**config.mk**
```make
export PLATFORM = sky130hd
export DESIGN_NAME = regfile_dumper
export DESIGN_NICKNAME = d
export VERILOG_FILES = /design/src/rtl/regfile_dumper.sv
export SDC_FILE = /design/constraint.sdc
export NUM_CORES = 1
export LEC_CHECK = 0
export ABC_CLOCK_PERIOD_IN_PS = 1740
export CAP_MARGIN = 30
export CORE_MARGIN = 4
export CORE_UTILIZATION = 43
export DETAILED_ROUTE_END_ITERATION = 6
export GPL_TIMING_DRIVEN = 0
export PLACE_DENSITY = 0.8
export REMOVE_ABC_BUFFERS = 1
export SLEW_MARGIN = 40
export SYNTH_ARGS = -nofsm -noshare
export SYNTH_HDL_FRONTEND = slang
export SYNTH_SLANG_ARGS = --single-unit
export TNS_END_PERCENT = 30
```
**constraint.sdc**
```tcl
create_clock -name clk -period 1.74 [get_ports clk]
set_input_delay 0.435 -clock clk [delete_from_list [all_inputs] [get_ports clk]]
set_output_delay 0.435 -clock clk [all_outputs]
set_load 0.01 [all_outputs]
```
**src/rtl/regfile_dumper.sv**
```systemverilog
// Sweeps a register file read port and streams each word out as a valid/ready beat.
// Define REGFILE_DUMP_CHECKSUM_EN to append an XOR-checksum beat (index 32).
module regfile_dumper #(
    parameter int unsigned NUM_REGS = 32
) (
    input  logic        clk,
    input  logic        reset,
    input  logic        start,
    output logic        busy,
    output logic        done,
    output logic [4:0]  rf_rs,
    input  logic [31:0] rf_data,
    output logic        out_valid,
    input  logic        out_ready,
    output logic [5:0]  out_index,
    output logic [31:0] out_data
);

`ifdef REGFILE_DUMP_CHECKSUM_EN
    typedef enum logic [2:0] {StIdle, StAddr, StRead, StSend, StCsum, StDone} state_e;
`else
    typedef enum logic [2:0] {StIdle, StAddr, StRead, StSend, StDone} state_e;
`endif

    localparam logic [4:0] LastIdx = 5'(NUM_REGS - 1);

    state_e      state_q, state_d;
    logic [4:0]  k_q, k_d;
    logic        out_valid_q, out_valid_d;
    logic [5:0]  out_index_q, out_index_d;
    logic [31:0] out_data_q, out_data_d;
`ifdef REGFILE_DUMP_CHECKSUM_EN
    logic [31:0] acc_q, acc_d;
`endif

    // k only moves on the edge into ADDR, so rf_rs can follow it directly.
    assign rf_rs     = k_q;
    assign busy      = (state_q != StIdle) && (state_q != StDone);
    assign done      = (state_q == StDone);
    assign out_valid = out_valid_q;
    assign out_index = out_index_q;
    assign out_data  = out_data_q;

    always_comb begin
        state_d     = state_q;
        k_d         = k_q;
        out_valid_d = out_valid_q;
        out_index_d = out_index_q;
        out_data_d  = out_data_q;
`ifdef REGFILE_DUMP_CHECKSUM_EN
        acc_d       = acc_q;
`endif
        case (state_q)
            StIdle: begin
                if (start) begin
                    state_d = StAddr;
                    k_d     = '0;
`ifdef REGFILE_DUMP_CHECKSUM_EN
                    acc_d   = '0;
`endif
                end
            end
            StAddr: state_d = StRead;
            StRead: begin
                out_valid_d = 1'b1;
                out_index_d = {1'b0, k_q};
                out_data_d  = rf_data;
`ifdef REGFILE_DUMP_CHECKSUM_EN
                acc_d       = acc_q ^ rf_data;
`endif
                state_d     = StSend;
            end
            StSend: begin
                if (out_ready) begin
                    out_valid_d = 1'b0;
                    if (k_q == LastIdx) begin
`ifdef REGFILE_DUMP_CHECKSUM_EN
                        // Checksum beat goes out back-to-back with the last register beat.
                        state_d     = StCsum;
                        out_valid_d = 1'b1;
                        out_index_d = 6'd32;
                        out_data_d  = acc_q;
`else
                        state_d     = StDone;
`endif
                    end else begin
                        k_d     = k_q + 5'd1;
                        state_d = StAddr;
                    end
                end
            end
`ifdef REGFILE_DUMP_CHECKSUM_EN
            StCsum: begin
                if (out_ready) begin
                    out_valid_d = 1'b0;
                    state_d     = StDone;
                end
            end
`endif
            StDone: state_d = StIdle;
            default: state_d = StIdle;
        endcase
    end

    always_ff @(posedge clk) begin
        if (reset) begin
            state_q     <= StIdle;
            k_q         <= '0;
            out_valid_q <= 1'b0;
            out_index_q <= '0;
            out_data_q  <= '0;
`ifdef REGFILE_DUMP_CHECKSUM_EN
            acc_q       <= '0;
`endif
        end else begin
            state_q     <= state_d;
            k_q         <= k_d;
            out_valid_q <= out_valid_d;
            out_index_q <= out_index_d;
            out_data_q  <= out_data_d;
`ifdef REGFILE_DUMP_CHECKSUM_EN
            acc_q       <= acc_d;
`endif
        end
    end

endmodule

```
==> results.md, run 1 <==
* Status: finished clean
* Worst Path Arrival at between 1000 and 1500 ps
* Ys async rst share at 0%
* WHS at 428 ps
* Ratio of cells with drive above 1 in the final layout at roughly 30%
* CTS tree: done
* Die footprint at between 5000 and 6000 sq um
* Pwr Total at between 2000 and 2500 uW
* DIE HEIGHT at ~76 microns
* DP Worst Slack at -69.6 ps
* Ports at 82
* TritonCTS Buffers at 5
* GR Layer Usage met2 at between 20% and 30%
* Leakage power total at between 0.001 and 0.0015 uW
* Cell area after synthesis at 2000 sq um
* Crit. End Element: output pin
* HPWL after DPL at about 3.3 mm
* Fmax at between 500 and 600 MHz
* Largest net degree at the start of global routing at 35
* WS Path Type: reg -> out
* Synth-to-Final Area Change at 47.1%
* Most frequent cells in the layout: clkdlybuf4s50_1 (75), nand2_1 (47), dfxtp_1 (42)
* Diodes inserted at 0
* Core Rows at 24
* First-pass GRT wire length at roughly 7.9 mm
* Post-DR vias/cell at between 4 and 5
* CP Cell Sequence: or2_2, dlygate4sd2_1
* Antenna Nets Post-Route at 0
* DR DRC count at 0
* Final hold viol count at 0
* Clk buf depth at 2
* Post-layout min period at about 1700 ps
* Gate Count Post-Synth at 216
* Core Region at 4440 sq um
* Clock transition at path regs at ~90 ps
* Maximum fanout along the worst path at 3
* Met1 GRT Util at a little over a fifth
* Wire per inst at roughly 13 microns
* Slowest-stage cell, CP: dfxtp_4
* CTS sink count at 46
* Met3 Usage GRT at approximately 5.1%
* Final Slew Violations at 0
* Busiest grt layer: met2
* Fillcell total at between 300 and 400
* Initial antenna violation count at 0
* Setup Viol. Count Final at 0
* Commonest non-fill, non-tap cell in the layout: clkdlybuf4s50_1
* Max-cap viol count at 0
* GR Util All Layers at 16.2%
* Die Width at about 76 microns
* Power per cell area at just under 800 nW/um^2
* Vias in the first global route at 1623
* Post-synthesis sequential area ratio at 45.9%
* Via count at 1705
* Syn Area/Cell at slightly above 9 sq um
* Count of different cell masters after synthesis at 30
* Final wirelength at approximately 4.7 mm
* Final TNS setup at 0 ps
* GPL Wtd Cong at ~0.77
* Final WS setup at approximately 61 ps
* CP max stage delay at 350 ps
* CTS Hold Buffers Added at 0
* Htree depth at 2
* Root buffer cell: clkbuf_8
* Max VDD drop at slightly below 0.5 mV
* Port bufs at 80
* Global route total overflow at 0
* Part of the cycle the worst path needs at about 97%
* Utilization after layout at between 60% and 70%
* Worst setup SP type: flop
* Register bit count reported by yosys at between 40 and 50
* Post-synth EDFFs at 0
* Top FF cell, synth: dfxtp_1
* Ys Warns at 0
* Initial Util at around 45%
* Worst-Skew Late Latency at 290 ps
* Critical Path RT at around 1300 ps
* Clk_skew at approximately 7.1 ps
* TritonRoute pass-1 iters at 4
* Fin nets at between 300 and 400
* DRT iter0 DRCs at 46
* Type of the most critical hold path: in -> reg
logic make-up after synthesis:
| kind of cell | after synthesis | share of synthesized area (%) |
|---|---|---|
| flops | 46 | 45.9 |
| other cells | 1 | 0.187 |
| buf+inv | 18 | 7.05 |
| fa+ha+maj | 2 | 1.25 |
| compound gates | 52 | 19.7 |
| simple gates | 97 | 25.9 |
cells in the mapped netlist, drive strengths merged, types with 2 or more instances:
| cell type | n | area share [%] |
|---|---|---|
| nand2 | 77 | 18 |
| nand3b | 3 | 1.1 |
| inv | 3 | 0.56 |
| o211ai | 4 | 1.7 |
| buf | 10 | 5.6 |
| nor2 | 3 | 0.56 |
| and3 | 2 | 0.62 |
| ha | 2 | 1.2 |
| nand3 | 2 | 0.50 |
| a31oi | 5 | 1.6 |
| clkbuf | 5 | 0.94 |
| a21oi | 42 | 16 |
| dfxtp | 46 | 46 |
| nor3b | 2 | 1.2 |
cell type report:
type | instances | area (sq um) | share of cell area, %
multi-input combinational | 152 | 953 | 32.3
sequential | 46 | 931 | 31.6
timing repair buffer | 87 | 878 | 29.8
clock buffer | 5 | 68.8 | 2.33
tap | 52 | 65.1 | 2.21
clock inverter | 3 | 40.0 | 1.36
inverter | 3 | 11.3 | 0.382
worst paths after layout:
check	start	end	slack, ps	cells after the start
setup / recovery	state_q[0]	busy	60	2
hold / removal	reset	out_data[17]	430	2
setup reg to reg	rf_rs[0]	rf_rs[2]	150	6
hold reg to reg	out_data[9]	out_data[9]	460	2
worst max-delay path, delay by kind of cell, from the launching register on:
| family | cells | cell delay [ps] |
|---|---|---|
| simple gates | 1 | 310 |
| buf+inv | 1 | 300 |
| flops | 1 | 350 |
per-stage QoR:
| stage | instances | area, sq um |
|---|---|---|
| finish | 348 | 2950 |
| global route | 348 | 2950 |
| CTS | 348 | 2940 |
| detailed placement | 338 | 2810 |
| global placement | 333 | 2740 |
| floorplan | 201 | 1870 |
repair_timing:
item                       in CTS  in global routing
pin swaps                       0                  0
gates cloned                    0                  0
resized for setup               8                  6
setup endpoints to repair       2                  7
setup buffers                   2                  0
registers in the layout, indices dropped and copies added (netlist names):
signal / cells
state_q: 3
rf_rs: 5
out_valid: 1
out_index: 5
out_data: 32
metal layers:
metal	share of wire [%]	routed length, microns
met1	46	2180
met4	0.36	17
met3	6.5	306
met5	0	0
met2	47	2190
report_power, final:
group / total, uW / internal (uW) / switching (uW)
Sequential: 1130 / 1100 / 27.5
Clock: 774 / 423 / 351
Combinational: 424 / 224 / 199
Total: 2320 / 1750 / 578
(Power assumes the default switching activity.)
==> run 2: changes to the inputs <==
Settings changed: CTS_CLUSTER_SIZE from default to 24.
==> results of run 2 <==
The final DEF is identical to that of run 1; final timing and power are the same.
==> run 3: changes to the inputs <==
Settings changed: TNS_END_PERCENT 30 to default.
==> results of run 3 <==
The final DEF is identical to that of run 1; final timing and power are the same.
